File: src/rtl/alu_issue_ctrl_if.sv
// Instruction handshake, ALU operand/result and write-back bundle for alu_issue_ctrl.
// The master side is the issue controller; the slave side is fetch + ALU + observers.
interface alu_issue_ctrl_if #(
  parameter int unsigned DATA_W = 32
);

  // Instruction handshake from fetch
  logic              instr_valid;
  logic [31:0]       instr;
  logic              instr_ready;

  // Operands and function code to the ALU
  logic              alu_i;
  logic [DATA_W-1:0] alu_srca;
  logic [DATA_W-1:0] alu_srcb;
  logic [3:0]        alu_af;

  // Combinational ALU response
  logic [DATA_W-1:0] alu_res;
  logic              alu_zero;
  logic              alu_neg;
  logic              alu_ovf;

  // Retirement pulse
  logic              wb_valid;
  logic [4:0]        wb_rt;
  logic [DATA_W-1:0] wb_data;

  modport master (
    input  instr_valid, instr,
    output instr_ready,
    output alu_i, alu_srca, alu_srcb, alu_af,
    input  alu_res, alu_zero, alu_neg, alu_ovf,
    output wb_valid, wb_rt, wb_data
  );

  modport slave (
    output instr_valid, instr,
    input  instr_ready,
    input  alu_i, alu_srca, alu_srcb, alu_af,
    output alu_res, alu_zero, alu_neg, alu_ovf,
    input  wb_valid, wb_rt, wb_data
  );

endinterface

File: src/rtl/alu_issue_ctrl.sv
// Issue controller for the I-type ALU: accepts MIPS I-type instructions, reads rs
// from a local register file, drives the ALU, and writes the result back to rt.
// Traps on signed overflow (addi/slti) and on opcodes outside the I-type ALU group.
module alu_issue_ctrl #(
  parameter int unsigned DATA_W   = 32,
  parameter int unsigned RF_DEPTH = 32,
  parameter int unsigned COUNT_W  = 16
) (
  input  logic                clk,
  input  logic                rst,
  alu_issue_ctrl_if.master    bus,
  output logic                flag_z,
  output logic                flag_n,
  output logic                trap,
  output logic [1:0]          trap_cause,
  input  logic                trap_clr,
  output logic [COUNT_W-1:0]  retired,
  input  logic [4:0]          dbg_addr,
  output logic [DATA_W-1:0]   dbg_data
);

  localparam int unsigned REG_W  = 5;
  localparam int unsigned IMM_W  = 16;
  localparam int unsigned AF_W   = 4;

  localparam logic [AF_W-1:0] AF_ADDI = 4'b0000;
  localparam logic [AF_W-1:0] AF_SLTI = 4'b0010;

  localparam logic [1:0] CAUSE_NONE = 2'b00;
  localparam logic [1:0] CAUSE_OVF  = 2'b01;
  localparam logic [1:0] CAUSE_ILL  = 2'b10;

  typedef enum logic [1:0] {
    IDLE  = 2'b00,
    ISSUE = 2'b01,
    WB    = 2'b10,
    TRAP  = 2'b11
  } state_t;

  state_t            state;
  logic [DATA_W-1:0] rf [RF_DEPTH];
  logic [REG_W-1:0]  rt_q;

  // Instruction fields of the word currently offered by fetch
  logic [5:0]        op_c;
  logic [REG_W-1:0]  rs_c;
  logic [REG_W-1:0]  rt_c;
  logic [IMM_W-1:0]  imm_c;
  logic              legal_c;
  logic [AF_W-1:0]   af_c;
  logic [DATA_W-1:0] rs_val_c;
  logic              accept_c;
  logic              ovf_trap_c;

  assign op_c  = bus.instr[31:26];
  assign rs_c  = bus.instr[25:21];
  assign rt_c  = bus.instr[20:16];
  assign imm_c = bus.instr[15:0];

  assign accept_c = bus.instr_valid && bus.instr_ready;

  // Opcode decode: the eight I-type ALU opcodes map onto function codes 0..7
  always_comb begin
    legal_c = 1'b0;
    af_c    = '0;
    case (op_c)
      6'b001000: begin legal_c = 1'b1; af_c = 4'b0000; end // addi
      6'b001001: begin legal_c = 1'b1; af_c = 4'b0001; end // addiu
      6'b001010: begin legal_c = 1'b1; af_c = 4'b0010; end // slti
      6'b001011: begin legal_c = 1'b1; af_c = 4'b0011; end // sltiu
      6'b001100: begin legal_c = 1'b1; af_c = 4'b0100; end // andi
      6'b001101: begin legal_c = 1'b1; af_c = 4'b0101; end // ori
      6'b001110: begin legal_c = 1'b1; af_c = 4'b0110; end // xori
      6'b001111: begin legal_c = 1'b1; af_c = 4'b0111; end // lui
      default:   begin legal_c = 1'b0; af_c = '0;      end
    endcase
  end

  // rs operand read; r0 is hardwired to zero
  always_comb begin
    rs_val_c = '0;
    if (rs_c != '0) begin
      rs_val_c = rf[rs_c];
    end
  end

  // Only the signed ops (addi, slti) turn an ALU overflow into a trap
  assign ovf_trap_c = bus.alu_ovf &&
                      ((bus.alu_af == AF_ADDI) || (bus.alu_af == AF_SLTI));

  // Debug read port, combinational; r0 always reads zero
  always_comb begin
    dbg_data = '0;
    if (dbg_addr != '0) begin
      dbg_data = rf[dbg_addr];
    end
  end

  // Issue FSM with registered outputs; RF write happens on the ISSUE->WB edge
  always_ff @(posedge clk or posedge rst) begin
    if (rst) begin
      state           <= IDLE;
      rt_q            <= '0;
      bus.instr_ready <= 1'b0;
      bus.alu_i       <= 1'b0;
      bus.alu_srca    <= '0;
      bus.alu_srcb    <= '0;
      bus.alu_af      <= '0;
      bus.wb_valid    <= 1'b0;
      bus.wb_rt       <= '0;
      bus.wb_data     <= '0;
      flag_z          <= 1'b0;
      flag_n          <= 1'b0;
      trap            <= 1'b0;
      trap_cause      <= CAUSE_NONE;
      retired         <= '0;
      for (int unsigned i = 0; i < RF_DEPTH; i++) begin
        rf[i] <= '0;
      end
    end else begin
      bus.wb_valid <= 1'b0;
      case (state)
        IDLE: begin
          if (accept_c) begin
            bus.instr_ready <= 1'b0;
            rt_q            <= rt_c;
            if (legal_c) begin
              state        <= ISSUE;
              bus.alu_i    <= 1'b1;
              bus.alu_af   <= af_c;
              bus.alu_srca <= rs_val_c;
              bus.alu_srcb <= DATA_W'(imm_c);
            end else begin
              state      <= TRAP;
              trap       <= 1'b1;
              trap_cause <= CAUSE_ILL;
            end
          end else begin
            bus.instr_ready <= 1'b1;
          end
        end

        ISSUE: begin
          bus.alu_i    <= 1'b0;
          bus.alu_af   <= '0;
          bus.alu_srca <= '0;
          bus.alu_srcb <= '0;
          if (ovf_trap_c) begin
            state      <= TRAP;
            trap       <= 1'b1;
            trap_cause <= CAUSE_OVF;
          end else begin
            state       <= WB;
            bus.wb_valid <= 1'b1;
            bus.wb_rt   <= rt_q;
            bus.wb_data <= bus.alu_res;
            flag_z      <= bus.alu_zero;
            flag_n      <= bus.alu_neg;
            retired     <= retired + COUNT_W'(1);
            if (rt_q != '0) begin
              rf[rt_q] <= bus.alu_res;
            end
          end
        end

        WB: begin
          state           <= IDLE;
          bus.instr_ready <= 1'b1;
        end

        TRAP: begin
          if (trap_clr) begin
            state           <= IDLE;
            trap            <= 1'b0;
            trap_cause      <= CAUSE_NONE;
            bus.instr_ready <= 1'b1;
          end
        end

        default: begin
          state <= IDLE;
        end
      endcase
    end
  end

endmodule

File: src/flat_wrapper.sv
// flat-port wrapper written by rule: the top's interface ports become plain ports
module alu_issue_ctrl_flat 
#(
  parameter int unsigned DATA_W   = 32,
  parameter int unsigned RF_DEPTH = 32,
  parameter int unsigned COUNT_W  = 16
)
  (clk, rst, flag_z, flag_n, trap, trap_cause, trap_clr, retired, dbg_addr, dbg_data, bus_instr_valid, bus_instr, bus_instr_ready, bus_alu_i, bus_alu_srca, bus_alu_srcb, bus_alu_af, bus_alu_res, bus_alu_zero, bus_alu_neg, bus_alu_ovf, bus_wb_valid, bus_wb_rt, bus_wb_data);
  alu_issue_ctrl_if #(.DATA_W(DATA_W)) bus_i ();
  input  logic clk;
  input  logic rst;
  output logic flag_z;
  output logic flag_n;
  output logic trap;
  output logic [1:0] trap_cause;
  input  logic trap_clr;
  output logic [COUNT_W-1:0] retired;
  input  logic [4:0] dbg_addr;
  output logic [DATA_W-1:0] dbg_data;
  input wire logic [$bits(bus_i.instr_valid)-1:0] bus_instr_valid;
  input wire logic [$bits(bus_i.instr)-1:0] bus_instr;
  output wire logic [$bits(bus_i.instr_ready)-1:0] bus_instr_ready;
  output wire logic [$bits(bus_i.alu_i)-1:0] bus_alu_i;
  output wire logic [$bits(bus_i.alu_srca)-1:0] bus_alu_srca;
  output wire logic [$bits(bus_i.alu_srcb)-1:0] bus_alu_srcb;
  output wire logic [$bits(bus_i.alu_af)-1:0] bus_alu_af;
  input wire logic [$bits(bus_i.alu_res)-1:0] bus_alu_res;
  input wire logic [$bits(bus_i.alu_zero)-1:0] bus_alu_zero;
  input wire logic [$bits(bus_i.alu_neg)-1:0] bus_alu_neg;
  input wire logic [$bits(bus_i.alu_ovf)-1:0] bus_alu_ovf;
  output wire logic [$bits(bus_i.wb_valid)-1:0] bus_wb_valid;
  output wire logic [$bits(bus_i.wb_rt)-1:0] bus_wb_rt;
  output wire logic [$bits(bus_i.wb_data)-1:0] bus_wb_data;
  assign bus_i.instr_valid = bus_instr_valid;
  assign bus_i.instr = bus_instr;
  assign bus_instr_ready = bus_i.instr_ready;
  assign bus_alu_i = bus_i.alu_i;
  assign bus_alu_srca = bus_i.alu_srca;
  assign bus_alu_srcb = bus_i.alu_srcb;
  assign bus_alu_af = bus_i.alu_af;
  assign bus_i.alu_res = bus_alu_res;
  assign bus_i.alu_zero = bus_alu_zero;
  assign bus_i.alu_neg = bus_alu_neg;
  assign bus_i.alu_ovf = bus_alu_ovf;
  assign bus_wb_valid = bus_i.wb_valid;
  assign bus_wb_rt = bus_i.wb_rt;
  assign bus_wb_data = bus_i.wb_data;
  alu_issue_ctrl #(.DATA_W(DATA_W), .RF_DEPTH(RF_DEPTH), .COUNT_W(COUNT_W)) u_core (.clk(clk), .rst(rst), .bus(bus_i), .flag_z(flag_z), .flag_n(flag_n), .trap(trap), .trap_cause(trap_cause), .trap_clr(trap_clr), .retired(retired), .dbg_addr(dbg_addr), .dbg_data(dbg_data));
endmodule
File: config.mk
export PLATFORM = sky130hd
export DESIGN_NAME = alu_issue_ctrl_flat
export DESIGN_NICKNAME = d
export VERILOG_FILES = /design/src/rtl/alu_issue_ctrl_if.sv /design/src/rtl/alu_issue_ctrl.sv /design/src/flat_wrapper.sv
export SDC_FILE = /design/constraint.sdc
export NUM_CORES = 2
export LEC_CHECK = 0
export CORE_MARGIN = 10
export CORE_UTILIZATION = 45
export CTS_BUF_LIST = sky130_fd_sc_hd__clkbuf_16
export DETAILED_ROUTE_END_ITERATION = 8
export GPL_TIMING_DRIVEN = 1
export HOLD_SLACK_MARGIN = 0.06
export PLACE_DENSITY_LB_ADDON = 0.25
export SYNTH_ARGS = -nofsm -noshare
export SYNTH_HDL_FRONTEND = slang
export SYNTH_SLANG_ARGS = --single-unit
File: constraint.sdc
create_clock -name clk -period 42.4 [get_ports clk]
set_clock_uncertainty 0.2 [all_clocks]
set_input_delay 8.48 -clock clk [delete_from_list [all_inputs] [get_ports clk]]
set_output_delay 8.48 -clock clk [all_outputs]
set_load 0.01 [all_outputs]
==> flow_summary_export.csv <==
group,metric,value,unit
worst_hold_path,worst_hold_path_type,"flop to flop",
drt,dr_total_vias,36885,
timing,min_period,21.25,ns
grt,grt_overflow_total,0,
timing,holdWs,0.1938,ns
critical_path,crit_required,33.72,ns
final_layout,nets,3871,
placed_design,io_buffers,219,
drt,dr.pass1.iters,5,
critical_path,critPathLaunchType,"primary input",
pwr,p_per_area,57.60,mW/mm^2
pwr,total_power,3.806,mW
critical_path,worst-setup-path-type,"primary input to primary output",
clock_network,postCtsSetupBuffers,0,
synthesis,yosysTopAreaCell,"dfrtp_1",
die,core_area,0.1293,sq mm
drt,wl_met1,80.78,mm
drt,drt_iter0_drc,4213,
synthesis,syn_area,0.05850,sq mm
drt,dr_wl_met3,16.34,mm
synthesis,synth.avg_cell_area,15.46,sq um
grt,grt_first_pass_wirelength,271.8,mm
synthesis,synth_compound_area_share,3.499,%
worst_hold_path,hp-start,"u_core.rf[997]",
flow_run,cap_violations,0,
drt,topRoutingLayerUsed,"met4",
clock_network,cts_made_buffers,130,
critical_path,cp-startpoint,"dbg_addr[0]",
outcome,status,"finished clean",
critical_path,arrival,12.57,ns
drt,routed_wl,185.0,mm
final_layout,drive_above_1_share,46.08,%
grt,first_global_vias,37486,
die,start_util,45.23,%
synthesis,ys_warn_count,0,
clock_network,clk_latency,0.75,ns
die,num_rows,132,
synthesis,synth_xor_area_share,0.2246,%
critical_path,cp-end-kind,"primary output",
final_layout,area_growth,12.94,%
grt,grt_max_degree,152,
drt,dr_wl_met2,81.90,mm
timing,rsz0062_at_grt,"false",
final_layout,layout_commonest_cell,"dfrtp_1",
clock_network,cts_tree,"done",
synthesis,synth_edf_count,0,
synthesis,synth.distinct_cells,57,
clock_network,htree_levels,4,
synthesis,ys_top_cells_by_area,"dfrtp_1 49%, mux4_2 20%, mux2_2 18%",
die,die-area,0.1448,sq mm
clock_network,clkTransAtPathRegs,0.06,ns
synthesis,synth_simple_gate_area_share,2.351,%
grt,antenna_found_initial,3,
clock_network,cts_root_buf,"clkbuf_16",
synthesis,synthFlopType,"dfrtp_1",
drt,drc,0,
grt,grt_use_total,25.31,%
synthesis,synth_cells,3783,
drt,wire_per_inst,32.82,um
pwr,ir_drop,0.00004292,V
timing,maxSlewHeadroom,2.464,%
clock_network,clock-sinks,1143,
timing,hold_viol_final,0,
timing,period_share,50.11,%
clock_network,cts_resized,0,
timing,setup_viol,0,
critical_path,timing.rr.start,"u_core.bus.alu_af[0]",
clock_network,clk_path_buf_depth,3,
timing,tns,0,ns
synthesis,seq_area_frac_synth,48.90,%
placed_design,dp_hpwl,99.41,mm
placed_design,placed_cells,5404,
die,io_pins,237,
timing,worst_slew_pin_slew,1.458,ns
pwr,leakage,29.65,nW
drt,antenna_left,0,
placed_design,globalplace.congestion,0.7785,
final_layout,stdcell_count,5638,
synthesis,synth_top_area_share,48.90,%
synthesis,yosys-mux-area-fraction,41.36,%
final_layout,final_cell_mix,"1,143 x dfrtp_1, 945 x mux2_2, 519 x mux4_2",
clock_network,ctsHoldBuffers,0,
synthesis,synth_adder_area_share,0.02139,%
timing,max_freq,0.04707,GHz
timing,drv_slew,0,
drt,vias_per_cell,6.542,
die,die_w,380.5,um
die,fp.dieH,380.5,um
synthesis,synth_top_family_by_area,"multiplexers",
critical_path,critPathMaxFanout,64,
synthesis,async_flop_share,100.0,%
synthesis,synth-seq-cells,1143,
-- registers in the layout, summed over array words and instances (netlist names) --
signal                  cells
u_core.trap                 1
u_core.retired             16
u_core.rf                1024
u_core.bus.wb_rt            5
u_core.bus.wb_valid         1
u_core.bus.alu_srcb        16
u_core.rt_q                 5
u_core.bus.alu_af           3
u_core.bus.alu_i            1
u_core.flag_n               1
u_core.flag_z               1
u_core.bus.wb_data         32
u_core.bus.instr_ready      1
u_core.trap_cause           2
u_core.bus.alu_srca        32
u_core.state                2
-- routing by layer --
| layer | vias to the layer above | GRT usage (%) |
|---|---|---|
| met5 | - | 0 |
| li1 | 14581 | - |
| met2 | 1805 | 37.22 |
| met1 | 20169 | 37.28 |
| met3 | 330 | 5.312 |
| met4 | 0 | 8.216 |
-- cells in the mapped netlist (3+ instances only) --
cell      number
a211o_1       13
a221o_1       10
a22o_1        66
a22oi_1       46
a32o_1        30
buf_1         16
buf_2        142
buf_4         37
buf_6         15
clkbuf_1     237
dfrtp_1     1143
inv_1          6
mux2_1        66
mux2_2       945
mux2i_1      112
mux4_2       519
nand2_1      161
nand2b_1       3
nand3_1       16
nand3b_1       3
nand4_1       35
nor2_1        24
nor2b_1        9
nor3_1        10
nor3_2         5
nor4_1         3
o21ai_0        3
o221ai_1      24
o22a_1        32
o31ai_1        3
or3b_2         3
xnor2_1        9
xor2_1         6
-- kinds of logic (layout without fill, tap and decap cells) --
group,Yosys count,in the layout
xor+xnor,15,15
compound gates,238,238
fa+ha+maj,1,1
other cells,1,18
simple gates,290,290
flops,1143,1143
mux,1642,1642
buf+inv,453,549
-- worst paths after layout --
kind,to,slack [ns],cells past startpoint
max reg2reg,u_core.rf[448],37.91,7
max,dbg_data[18],21.15,7
min,u_core.rf[997],0.19,0
min in group asynchronous,u_core.rf[672],8.11,2
min reg2reg,u_core.rf[997],0.19,0
max in group asynchronous,u_core.flag_n,30.78,5
-- through the flow --
stage	util [%]	setup WS [ns]	instance area (sq um)
global placement	47.80	21.06	61810
CTS	51.09	21.03	66070
global route	51.09	20.86	66070
finish	51.09	21.15	66070
floorplan	-	1.530	58560
detailed placement	47.80	21.04	61810
-- critical path, cell delays in order --
cell and delay (ns):
buf_8 0.58, buf_4 0.71, buf_4 0.73, mux4_2 0.59, mux4_2 0.51, a22o_1 0.33
clkdlybuf4s50_1 0.52
-- power by group --
group	switching (mW)	leakage [nW]	internal, mW	total (mW)
registers	0.253	15.6	1.43	1.68
logic	0.382	11.9	0.606	0.988
clock network	0.471	2.18	0.663	1.13
total	1.11	29.7	2.70	3.81
-- final cells by class --
cell class | instances | area (sq um)
fill | 10717 | 63250
sequential | 1143 | 28600
multi-input combinational | 2203 | 28060
clock buffer | 135 | 3378
timing repair buffer | 310 | 2939
tap | 1742 | 2180
clock inverter | 98 | 874.6
inverter | 6 | 31.28
antenna | 1 | 2.502
No activity file was read; power rests on OpenSTA's default activity.
